$ cat src/rtl/hazard_ctrl.sv
// hazard_ctrl: decode-stage RAW/WAW hazard detection against a scoreboard of in-flight producers.
// Define HAZARD_STATS_EN to add the stall_cycles/flush_count performance counters.
module hazard_ctrl #(
    parameter int REG_ADDR = 5,
    parameter int MUL_LAT  = 5,
    parameter int LD_LAT   = 1
) (
    input  logic                clk,
    input  logic                reset,
    input  logic                dec_valid,
    input  logic [REG_ADDR-1:0] dec_src1,
    input  logic [REG_ADDR-1:0] dec_src2,
    input  logic                dec_use2,
    input  logic [REG_ADDR-1:0] dec_dest,
    input  logic                dec_regwrite,
    input  logic                dec_is_load,
    input  logic                dec_is_mult,
    input  logic                dec_is_jump,
    input  logic                branch_taken,
    output logic                stall,
    output logic                fetch_we,
    output logic                dec_we,
    output logic                bubble,
    output logic                flush_id
`ifdef HAZARD_STATS_EN
    ,
    output logic [31:0]         stall_cycles,
    output logic [31:0]         flush_count
`endif
);
    localparam int NREG = 1 << REG_ADDR;
    localparam logic [2:0] MUL_CNT = 3'(MUL_LAT);
    localparam logic [2:0] LD_CNT  = 3'(LD_LAT);
    logic [NREG-1:0][2:0] cnt;
    logic [NREG-1:0]      kind;
    logic [2:0]           new_lat;
    logic                 raw, waw, issue_wr;
    always_comb begin
        new_lat  = dec_is_mult ? MUL_CNT : dec_is_load ? LD_CNT : 3'd0;
        raw      = dec_valid & ((cnt[dec_src1] != 3'd0) | (dec_use2 & (cnt[dec_src2] != 3'd0)));
        waw      = dec_valid & dec_regwrite & (dec_dest != '0) & (cnt[dec_dest] > new_lat);
        stall    = (raw | waw) & ~branch_taken;
        flush_id = branch_taken | (dec_valid & dec_is_jump & ~stall);
        bubble   = stall | flush_id;
        fetch_we = ~stall;
        dec_we   = ~stall;
        issue_wr = dec_valid & ~stall & ~flush_id & dec_regwrite & (dec_dest != '0);
    end
    // Entry 0 is never written, so r0 can never report a pending producer.
    always_ff @(posedge clk) begin
        if (!reset) begin
            cnt  <= '0;
            kind <= '0;
        end else begin
            for (int i = 1; i < NREG; i++) begin
                if (issue_wr && dec_dest == REG_ADDR'(i)) begin
                    cnt[i]  <= new_lat;
                    kind[i] <= dec_is_mult;
                end else if (cnt[i] != 3'd0) begin
                    cnt[i] <= cnt[i] - 3'd1;
                end
            end
        end
    end
    // A non-multiply entry can never hold more than a load's latency.
    for (genvar g = 0; g < NREG; g++) begin : g_kind
        a_kind: assert property (@(posedge clk) disable iff (!reset) !kind[g] |-> cnt[g] <= LD_CNT);
    end
`ifdef HAZARD_STATS_EN
    always_ff @(posedge clk) begin
        if (!reset) begin
            stall_cycles <= '0;
            flush_count  <= '0;
        end else begin
            stall_cycles <= stall_cycles + 32'(stall);
            flush_count  <= flush_count + 32'(flush_id);
        end
    end
`endif
endmodule
$ cat config.mk
export PLATFORM = sky130hd
export DESIGN_NAME = hazard_ctrl
export DESIGN_NICKNAME = d
export VERILOG_FILES = /design/src/rtl/hazard_ctrl.sv
export SDC_FILE = /design/constraint.sdc
export NUM_CORES = 1
export LEC_CHECK = 0
export BUFFER_PORTS_ARGS = -buffer_cell sky130_fd_sc_hd__buf_2
export CELL_PAD_IN_SITES_DETAIL_PLACEMENT = 1
export CELL_PAD_IN_SITES_GLOBAL_PLACEMENT = 1
export CORE_ASPECT_RATIO = 1.2
export CORE_MARGIN = 4
export CORE_UTILIZATION = 41
export DETAILED_ROUTE_END_ITERATION = 16
export GPL_TIMING_DRIVEN = 0
export PLACE_DENSITY = 0.82
export SKIP_LAST_GASP = 1
export SYNTH_ARGS = -nofsm -noshare
export SYNTH_HDL_FRONTEND = slang
export SYNTH_SLANG_ARGS = --single-unit
export TNS_END_PERCENT = 1
$ cat constraint.sdc
create_clock -name clk -period 5.85 [get_ports clk]
set_clock_uncertainty 0.2 [all_clocks]
set_input_delay 1.17 -clock clk [delete_from_list [all_inputs] [get_ports clk]]
set_output_delay 1.17 -clock clk [all_outputs]
set_load 0.01 [all_outputs]
==> results by group, run 1 <==
Synthesis
  – Post-synthesis register bit count: 93
  – Synth top area cells: dfxtp_1 25%, ha_1 11%, mux4_2 9.5%, mux2i_1 8.6%, mux2_2 4.9%
  – Seq/Total Area, Yosys: ~25%
  – EDFF count, synth: 0
  – Area leader, netlist: dfxtp_1
  – Yosys warns: 0
  – Mapped Avg Cell Area: 8.75 sq um
  – Share of the synthesized area in the top cell type: between 20% and 30%
  – Async SR Flop Fraction: 0%
  – Top FF cell, synth: dfxtp_1
  – Mapped Nets: just over 900
  – Netlist cell types: between 50 and 60
  – Post-Syn Area: around 7300 sq um
  – Synthesized instance count: 840

Setup path
  – CP Class: primary input to output pin
  – Startpoint Class: primary input
  – CP endpoint kind: output pin
  – Required @ worst endpoint: 4.48 ns
  – Arrival time worst endpoint: about 4.4 ns
  – Worst-path maximum fanout: 10

Routing
  – Routed vias: ~6800
  – DR WL/cell: around 23 um
  – Final wirelength: ~25 mm
  – First-iteration detailed-routing DRC count: between 600 and 700
  – Routed Antenna Nets: 0
  – DRC Markers: 0
  – Via density: about 6.1
  – Iteration count of the initial detailed-routing pass: 5

Cells and area
  – Layout overhead on the synthesized area: 13.1%
  – Reg with most FFs: cnt
  – Final nets: 974
  – Max reg flops: 93
  – Share of cells above drive strength 1: between 10% and 20%
  – Antenna cell count: 0
  – Largest regs: cnt x93

Timing
  – Final setup TNS: 0 ns
  – Least-Margin Pin Slew: ~0.76 ns
  – Final worst-path cycle share: a little over nine tenths
  – Final setup viols: 0
  – Max Slew Vio Count: 0
  – Post-route minimum period: ~5.8 ns
  – Final Hold Fails: 0
  – Fmax: ~0.17 GHz
  – Slew HR: 49.2%
  – Final hold slack: 0.416 ns
  – RSZ-0062 raised after global routing: no

Floorplan
  – Ports: 29
  – Starting density of the core: roughly two fifths
  – DIE WIDTH: about 130 um
  – Die Ht: between 150 and 200 um
  – Placeable Area: between 15000 and 20000 sq um
  – DIE AREA: slightly above 20000 sq um
  – Row count: 53

Clocking
  – CTS clk-pin slew, worst paths: roughly 0.070 ns
  – CTS tree: yes
  – CTS sink cnt: 93
  – Clock Root Buffer: clkbuf_16
  – H-tree depth: 3
  – Skew-Pair Late Insertion Delay: ~0.37 ns
  – Clk buf depth: 2
  – CTS Buf Count: 9

Power and ir drop
  – Max VDD drop: approximately 0.22 mV
  – Leak: between 3 and 4 nW
  – Power per cell area: ~500 nW/um^2
  – Total chip power: approximately 4.3 mW

Placement
  – Number of port buffers: 22
  – Dpl hpwl: roughly 18 mm
  – Final Wtd Congestion: approximately 0.97

Global route
  – Number of global-route vias before repair: around 7000
  – Largest net degree at the start of global routing: 18
  – Global-route wire length before repair: 38.0 mm
  – Global Route Usage Sum: between 20% and 30%
  – Initial antenna violation count: 0
  – Global route overflow: 0

Worst hold path
  – HP Class: flop to flop

Job
  – MaxCap Viol Count: 0

Run status
  – Outcome: finished, final reports clean
[path summary, 6_finish.rpt]
| path | startpoint | to | slack (ns) | depth (start not counted) |
|---|---|---|---|---|
| max reg2reg | cnt[59] | cnt[85] | 1.46 | 14 |
| min | cnt[79] | cnt[79] | 0.42 | 2 |
| max | dec_dest[2] | flush_id | 0.09 | 14 |
| min reg2reg | cnt[79] | cnt[79] | 0.42 | 2 |
[area by class of cell]
class	count	area (sq um)
fill	2049	9260
clock inverter	7	58.8
tap	220	275
inverter	69	259
sequential	93	1860
timing repair buffer	38	324
clock buffer	9	225
buffer	39	235
multi-input combinational	636	5070
[placed cells by master, fill, tap and decap left out, types with 31 or more instances in the layout]
cell,instances
dfxtp_1,93
nand2_1,74
inv_1,68
nor2_1,64
mux2i_1,63
ha_1,63
nor3_1,44
a21oi_1,43
nand2b_1,38
mux2_2,32
mux4_2,31
xnor2_1,31
[what timing repair did]
item	4_1_cts	5_1_grt
pin swaps	5	6
setup endpoints to repair	20	5
setup buffers	8	6
hold endpoints to repair	0	0
gates cloned	1	1
resized for setup	28	8
hold buffers	0	0
[logic make-up after synthesis]
family / synth area share (%)
buffers and inverters: 6.08
adders and majority gates: 10.9
xor gates and xnor gates: 3.69
muxes: 23.0
DFF: 25.3
and+or+nand+nor: 22.5
AOI/OAI and AO/OA: 8.50
[per-stage QoR]
| stage | std cells | instance area (sq um) | setup slack (ns) | utilization [%] |
|---|---|---|---|---|
| floorplan | 840 | 7360 | 0.000133 | - |
| global placement | 1082 | 7740 | -1.46 | 44.1 |
| detailed placement | 1082 | 7740 | -1.47 | 44.1 |
| CTS | 1106 | 8210 | 0.00145 | 46.7 |
| global route | 1111 | 8310 | 0.0263 | 47.3 |
| finish | 1111 | 8310 | 0.0919 | 47.3 |
[worst max-delay path: stages]
cell	delay (ns)
clkbuf_1	0.37
clkbuf_1	0.57
mux4_2	0.44
mux2_2	0.31
ha_4	0.22
nand2_2	0.08
a21oi_2	0.06
o311a_1	0.14
a311o_2	0.44
nand4_4	0.10
nor2_4	0.05
buf_4	0.14
o21a_1	0.15
buf_2	0.13
[metal layers]
metal  share of wire [%]  global-route usage (%)  up-vias
met5                   0                       0        -
met4                 4.1                    11.8        0
met3                 7.5                    3.52       79
met2                  49                    43.1      262
met1                  39                    29.9     3355
li1                    -                       -     3080
[cells in the mapped netlist, drive strengths merged, types with 3 or more instances]
cell    number
a211o        5
a211oi       3
a21oi       44
a311oi       4
a31o         3
a31oi        4
a41oi        3
and3        30
buf         16
clkbuf      26
dfxtp       93
ha          64
inv         69
mux2        32
mux2i       63
mux4        31
nand2       75
nand2b      38
nand3       18
nand4        5
nor2        65
nor2b        4
nor3        44
nor3b        3
nor4        15
o211ai       5
o21ai        6
or3          4
or4         16
xnor2       31
[power by group]
| group | internal, mW | switching [mW] | total [mW] |
|---|---|---|---|
| Combinational | 1.19 | 1.23 | 2.43 |
| Clock | 0.295 | 0.292 | 0.586 |
| Sequential | 0.916 | 0.337 | 1.25 |
(Power assumes the default switching activity.)
==> inputs of run 2 (changes only) <==
--- a/config.mk
+++ b/config.mk
@@ -5,15 +5,15 @@
 export SDC_FILE = /design/constraint.sdc
 export NUM_CORES = 1
 export LEC_CHECK = 0
-export BUFFER_PORTS_ARGS = -buffer_cell sky130_fd_sc_hd__buf_2
 export CELL_PAD_IN_SITES_DETAIL_PLACEMENT = 1
 export CELL_PAD_IN_SITES_GLOBAL_PLACEMENT = 1
 export CORE_ASPECT_RATIO = 1.2
 export CORE_MARGIN = 4
 export CORE_UTILIZATION = 41
 export DETAILED_ROUTE_END_ITERATION = 16
+export DONT_BUFFER_PORTS = 1
 export GPL_TIMING_DRIVEN = 0
-export PLACE_DENSITY = 0.82
+export PLACE_DENSITY = 0.77
 export SKIP_LAST_GASP = 1
 export SYNTH_ARGS = -nofsm -noshare
 export SYNTH_HDL_FRONTEND = slang
==> constraint.sdc (replaced) <==
create_clock -name clk -period 6.05 [get_ports clk]
set_clock_uncertainty 0.2 [all_clocks]
set_input_delay 1.21 -clock clk [delete_from_list [all_inputs] [get_ports clk]]
set_output_delay 1.21 -clock clk [all_outputs]
set_load 0.01 [all_outputs]
==> results by group, run 2 (synthesized netlist as in run 1, its figures left out) <==
Run status
  – Outcome: finished, final reports clean (unchanged)

Clocking
  – H-tree depth: 3 (unchanged)
  – Clk buf depth: 2 (unchanged)
  – CTS tree: yes (unchanged)
  – CTS Buf Count: 9 (unchanged)
  – CTS sink cnt: 93 (unchanged)
  – Skew-Pair Late Insertion Delay: 0.36 ns (was 0.37 ns)
  – Clock Root Buffer: clkbuf_16 (unchanged)
  – CTS clk-pin slew, worst paths: 0.07 ns (about the same)

Placement
  – Final Wtd Congestion: 0.967 (about the same)
  – Post-Place Setup Slack: -0.937 ns (was -1.47 ns)
  – Dpl hpwl: 18.1 mm (was 18.4 mm)
  – Number of port buffers: 0 (was 22)

Worst hold path
  – WHS Path Cells: 2 (unchanged)
  – HP Class: flop to flop (unchanged)
  – Hold Path Sink: cnt[67] (was cnt[79])
  – Hold Crit Start: cnt[67] (was cnt[79])

Setup path
  – Arrival time worst endpoint: 4.56 ns (was 4.39 ns)
  – CP Class: primary input to output pin (unchanged)
  – Worst-path maximum fanout: 19 (was 10)
  – Critical R2R Launch: cnt[59] (unchanged)
  – Required @ worst endpoint: 4.64 ns (was 4.48 ns)
  – CP endpoint kind: output pin (unchanged)
  – FF-to-FF setup slack: 1.82 ns (was 1.46 ns)
  – Worst r2r dst: cnt[31] (was cnt[85])
  – Worst reg2reg path depth: 13 (was 14)
  – Startpoint Class: primary input (unchanged)

Floorplan
  – Row count: 53 (unchanged)
  – Die Ht: 155 um (unchanged)
  – DIE AREA: 20100 sq um (unchanged)
  – Ports: 29 (unchanged)
  – Placeable Area: 17600 sq um (unchanged)
  – DIE WIDTH: 130 um (unchanged)
  – Starting density of the core: 41.8% (unchanged)

Global route
  – Grt met3 use: 5.42% (was 3.52%)
  – GR Layer Usage met2: 41.2% (was 43.1%)
  – Busiest grt layer: met2 (unchanged)
  – Initial antenna violation count: 0 (unchanged)
  – Global-route wire length before repair: 37.7 mm (was 38.0 mm)
  – Global route overflow: 0 (unchanged)
  – Met1 GRT Util: 29.8% (was 29.9%)
  – Largest net degree at the start of global routing: 20 (was 18)
  – Number of global-route vias before repair: 6854 (was 6939)
  – Global Route Usage Sum: 24.5% (was 24.9%)

Cells and area
  – Layout overhead on the synthesized area: 9.26% (was 13.1%)
  – Fill cell count: 2063 (was 2049)
  – Max reg flops: 93 (unchanged)
  – Largest regs: cnt x93 (unchanged)
  – Reg with most FFs: cnt (unchanged)
  – Commonest non-fill, non-tap cell in the layout: dfxtp_1 (unchanged)
  – Share of cells above drive strength 1: 12.7% (was 16.5%)
  – Commonest cells after routing, fill and taps aside: 93 x dfxtp_1, 75 x nand2_1, 68 x inv_1 (was 93 x dfxtp_1, 74 x nand2_1, 68 x inv_1)
  – Final nets: 938 (was 974)
  – Antenna cell count: 0 (unchanged)

Timing
  – Post-route minimum period: approximately 6.0 ns
  – Least-Margin Pin Slew: 0.840 ns (was 0.763 ns)
  – Fmax: roughly 0.17 GHz
  – Final WS setup: 0.0822 ns (was 0.0919 ns)
  – Final hold slack: 0.417 ns (was 0.416 ns)
  – RSZ-0062 raised after global routing: no (unchanged)
  – Slew HR: 44.0% (was 49.2%)
  – Final Hold Fails: 0 (unchanged)
  – Final worst-path cycle share: between 90 and 100%
  – Max Slew Vio Count: 0 (unchanged)
  – Final setup viols: 0 (unchanged)

Routing
  – DRC Markers: 0 (unchanged)
  – Via density: 6.03 (was 6.10)
  – First-iteration detailed-routing DRC count: 573 (was 605)
  – Routed Antenna Nets: 0 (unchanged)
  – DR WL/cell: 22.3 um (was 22.7 um)
  – Routed vias: 6485 (was 6776)
  – Iteration count of the initial detailed-routing pass: 5 (unchanged)
  – Final wirelength: 24.0 mm (was 25.3 mm)

Job
  – MaxCap Viol Count: 0 (unchanged)

Power and ir drop
  – Max VDD drop: 0.219 mV (was 0.215 mV)
  – Power per cell area: 514 nW/um^2 (was 513 nW/um^2)
  – Leak: 3.55 nW (was 3.71 nW)
[run 2: worst max-delay path: stages]
cell,delay [ns]
buf_12,0.17
buf_12,0.18
mux4_2,0.56
mux4_2,0.52
mux2i_1,0.20
ha_1,0.26
nand2_1,0.08
a21oi_1,0.07
o311a_1,0.13
a311o_2,0.44
nand4_4,0.09
buf_6,0.16
nor2_4,0.06
or2_4,0.25
buf_4,0.15
[run 2: stage by stage]
stage               cells  TNS (ns)  instance area (sq um)  power [mW]  util, %
floorplan             840         0                   7350        2.90        -
global placement     1060     -3.78                   7630        3.30     43.4
detailed placement   1060     -3.95                   7630        3.41     43.4
CTS                  1076         0                   8030        4.13     45.7
global route         1075         0                   8030        4.48     45.7
finish               1075         0                   8030        4.13     45.7
[run 2: cell type report]
| type | instances | area, sq um | share of cell area, % |
|---|---|---|---|
| multi-input combinational | 636 | 5050 | 62.9 |
| sequential | 93 | 1860 | 23.2 |
| tap | 220 | 275 | 3.43 |
| inverter | 69 | 259 | 3.23 |
| clock buffer | 10 | 239 | 2.98 |
| buffer | 40 | 226 | 2.82 |
| clock inverter | 6 | 110 | 1.37 |
| timing repair buffer | 1 | 7.51 | 0.0935 |
[run 2: how the worst max path moves through the flow]
stage,startpoint,slack (ns),to,cells past startpoint
global route,dec_dest[0],0.01,fetch_we,15
detailed placement,dec_dest[1],-0.94,fetch_we,16
finish,dec_dest[0],0.08,fetch_we,15
CTS,dec_dest[0],0.003,fetch_we,15
global placement,dec_dest[1],-0.90,fetch_we,16
floorplan,dec_dest[0],0.02,fetch_we,16
[run 2: per-layer routing]
layer  vias to the layer above  part of all wire, %
met3                        60                  6.9
li1                       3022                    -
met2                       216                   49
met1                      3187                   40
met4                         0                  3.5
met5                         -                    0
[run 2: power by group]
group	switching (mW)	leakage, nW	total, mW	internal (mW)
clock network	0.265	0.165	0.680	0.415
logic	1.12	2.61	2.24	1.12
registers	0.323	0.772	1.21	0.886
[run 2: repair_timing]
| item | CTS | global route |
|---|---|---|
| hold buffers | 0 | 0 |
| setup endpoints to repair | 5 | 1 |
| buffers inserted | 1 | 0 |
| pin swaps | 1 | 0 |
| resized for setup | 15 | 5 |
==> inputs of run 3 (changes only) <==
--- a/config.mk
+++ b/config.mk
@@ -13,7 +13,8 @@
 export DETAILED_ROUTE_END_ITERATION = 16
 export DONT_BUFFER_PORTS = 1
 export GPL_TIMING_DRIVEN = 0
-export PLACE_DENSITY = 0.77
+export PLACE_DENSITY_LB_ADDON = 0.1
+export REMOVE_ABC_BUFFERS = 1
 export SKIP_LAST_GASP = 1
 export SYNTH_ARGS = -nofsm -noshare
 export SYNTH_HDL_FRONTEND = slang
==> constraint.sdc (replaced) <==
create_clock -name clk -period 6.05 [get_ports clk]
set_clock_uncertainty 0.2 [all_clocks]
set_input_delay 0.9075 -clock clk [delete_from_list [all_inputs] [get_ports clk]]
set_output_delay 0.9075 -clock clk [all_outputs]
set_load 0.01 [all_outputs]
==> results by group, run 3 (synthesized netlist as in run 1, its figures left out) <==
Run status
  – Outcome: finished, final reports clean (unchanged)

Timing
  – Final Hold Fails: 0 (unchanged)
  – Max Slew Vio Count: 0 (unchanged)
  – Final setup TNS: 0 ns (unchanged)
  – Slew HR: 14.9% (was 44.0%)
  – Final WS setup: 0.873 ns (was 0.0822 ns)
  – Final hold slack: 0.395 ns (was 0.417 ns)
  – Post-route minimum period: 5.18 ns (was 5.97 ns)
  – Least-Margin Pin Slew: 1.27 ns (was 0.840 ns)
  – Final worst-path cycle share: 85.6% (was 98.6%)
  – Fmax: 0.193 GHz (was 0.168 GHz)
  – Final setup viols: 0 (unchanged)
  – RSZ-0062 raised after global routing: no (unchanged)

Clocking
  – Clock Root Buffer: clkbuf_16 (unchanged)
  – Post_cts resized: 0 (was 15)
  – CTS clk-pin slew, worst paths: 0.07 ns (about the same)
  – CTS Buf Count: 9 (unchanged)
  – CTS tree: yes (unchanged)
  – CTS sink cnt: 93 (unchanged)
  – Postcts setup bufs: 0 (was 1)
  – # hold bufs at CTS: 0 (unchanged)
  – H-tree depth: 3 (unchanged)
  – Skew-Pair Late Insertion Delay: 0.36 ns (about the same)
  – Clk buf depth: 2 (unchanged)

Power and ir drop
  – Sw frac: 41.4% (about the same)
  – Leak: 3.45 nW (was 3.55 nW)
  – Internal: 2.38 mW (was 2.42 mW)
  – P_sw: 1.68 mW (was 1.71 mW)
  – Combinational share of power: 54.6% (was 54.3%)
  – Power share of the clock group: 15.9% (was 16.5%)
  – Sequential power share: 29.5% (was 29.3%)
  – Max VDD drop: 0.164 mV (was 0.219 mV)
  – Total chip power: 4.05 mW (was 4.13 mW)
  – Power per cell area: 519 nW/um^2 (was 514 nW/um^2)

Floorplan
  – DIE WIDTH: 130 um (unchanged)
  – Die Ht: 155 um (unchanged)
  – Placeable Area: 17600 sq um (unchanged)
  – Row count: 53 (unchanged)
  – Starting density of the core: 41.8% (unchanged)
  – Ports: 29 (unchanged)
  – DIE AREA: 20100 sq um (unchanged)

Setup path
  – Worst-path maximum fanout: 29 (was 19)
  – CP Class: primary input to output pin (unchanged)
  – Worst reg2reg path depth: 11 (was 13)
  – Critical R2R Launch: cnt[23] (was cnt[59])
  – Required @ worst endpoint: 4.94 ns (was 4.64 ns)
  – CP endpoint kind: output pin (unchanged)
  – Worst r2r dst: cnt[19] (was cnt[31])
  – Arrival time worst endpoint: 4.07 ns (was 4.56 ns)
  – FF-to-FF setup slack: 1.86 ns (was 1.82 ns)
  – Startpoint Class: primary input (unchanged)

Placement
  – Post-Place Setup Slack: 0.849 ns (was -0.937 ns)
  – Number of port buffers: 0 (unchanged)
  – Final Wtd Congestion: 0.887 (was 0.967)
  – Dpl hpwl: 16.9 mm (was 18.1 mm)

Routing
  – Iteration count of the initial detailed-routing pass: 4 (was 5)
  – Via density: 5.97 (was 6.03)
  – DR WL/cell: 21.8 um (was 22.3 um)
  – DRC Markers: 0 (unchanged)
  – Final wirelength: 22.6 mm (was 24.0 mm)
  – First-iteration detailed-routing DRC count: 373 (was 573)
  – Routed Antenna Nets: 0 (unchanged)
  – Routed vias: 6175 (was 6485)

Cells and area
  – Max reg flops: 93 (unchanged)
  – Commonest cells after routing, fill and taps aside: 93 x dfxtp_1, 75 x nand2_1, 68 x inv_1 (unchanged)
  – Reg with most FFs: cnt (unchanged)
  – Largest regs: cnt x93 (unchanged)
  – Final nets: 898 (was 938)
  – Antenna cell count: 0 (unchanged)
  – Share of cells above drive strength 1: 11.5% (was 12.7%)
  – Commonest non-fill, non-tap cell in the layout: dfxtp_1 (unchanged)
  – Layout overhead on the synthesized area: 6.18% (was 9.26%)

Worst hold path
  – Hold Crit Start: cnt[79] (was cnt[67])
  – Hold Path Sink: cnt[79] (was cnt[67])
  – WHS Path Cells: 2 (unchanged)
  – HP Class: flop to flop (unchanged)

Global route
  – Global Route Usage Sum: 23.2% (was 24.5%)
  – Largest net degree at the start of global routing: 90 (was 20)
  – Global route overflow: 0 (unchanged)
  – Number of global-route vias before repair: 6808 (was 6854)
  – Global-route wire length before repair: 36.6 mm (was 37.7 mm)
  – Initial antenna violation count: 0 (unchanged)

Job
  – MaxCap Viol Count: 0 (unchanged)
==> run 3: layout make-up <==
cell class	instances	area, sq um
Clock buffer	13	260
Clock inverter	3	67.6
Fill cell	2044	9770
Inverter	69	259
Multi-Input combinational cell	636	5050
Sequential cell	93	1860
Tap cell	220	275
Timing Repair Buffer	1	27.5
==> run 3: worst max path at each step <==
stage | cells after the start | to | from
after floorplan | 11 | dec_we | dec_dest[0]
after global placement | 11 | dec_we | dec_dest[0]
after detailed placement | 11 | fetch_we | dec_dest[0]
after CTS | 11 | fetch_we | dec_dest[0]
after global routing | 11 | dec_we | dec_dest[0]
final | 11 | fetch_we | dec_dest[0]
==> run 3: power by group through the flow <==
stage                     sequential (mW)  clock (mW)  combinational (mW)
final                                1.19       0.646                2.21
after global routing                 1.24       0.684                2.51
after CTS                            1.19       0.659                2.23
after detailed placement             1.20           0                2.21
after global placement               1.18           0                2.03
after floorplan                      1.09           0                1.77
==> run 3: worst max-delay path: stages <==
cell	delay [ns]
mux4_2	0.52
mux4_2	0.51
mux2_2	0.28
ha_1	0.29
nand2_1	0.07
a21boi_0	0.20
o221a_1	0.23
a311o_2	0.15
nand4_4	0.32
nor2_1	0.32
or2_1	0.26
==> run 3: through the flow <==
stage          instance area [sq um]  std cells  utilization (%)
6_report                        7800       1035             44.4
5_1_grt                         7800       1035             44.4
4_1_cts                         7790       1035             44.3
3_5_place_dp                    7460       1019             42.5
3_3_place_gp                    7440       1018             42.3
2_1_floorplan                   7160        798                -
==> run 3: layer usage <==
metal / vias to the layer above / wire length (um) / GRT usage (%)
li1: 2927 / - / -
met1: 3092 / 9010 / 27.2
met2: 117 / 11700 / 41.6
met3: 39 / 1320 / 5.11
met4: 0 / 546 / 7.28
met5: - / 0 / 0
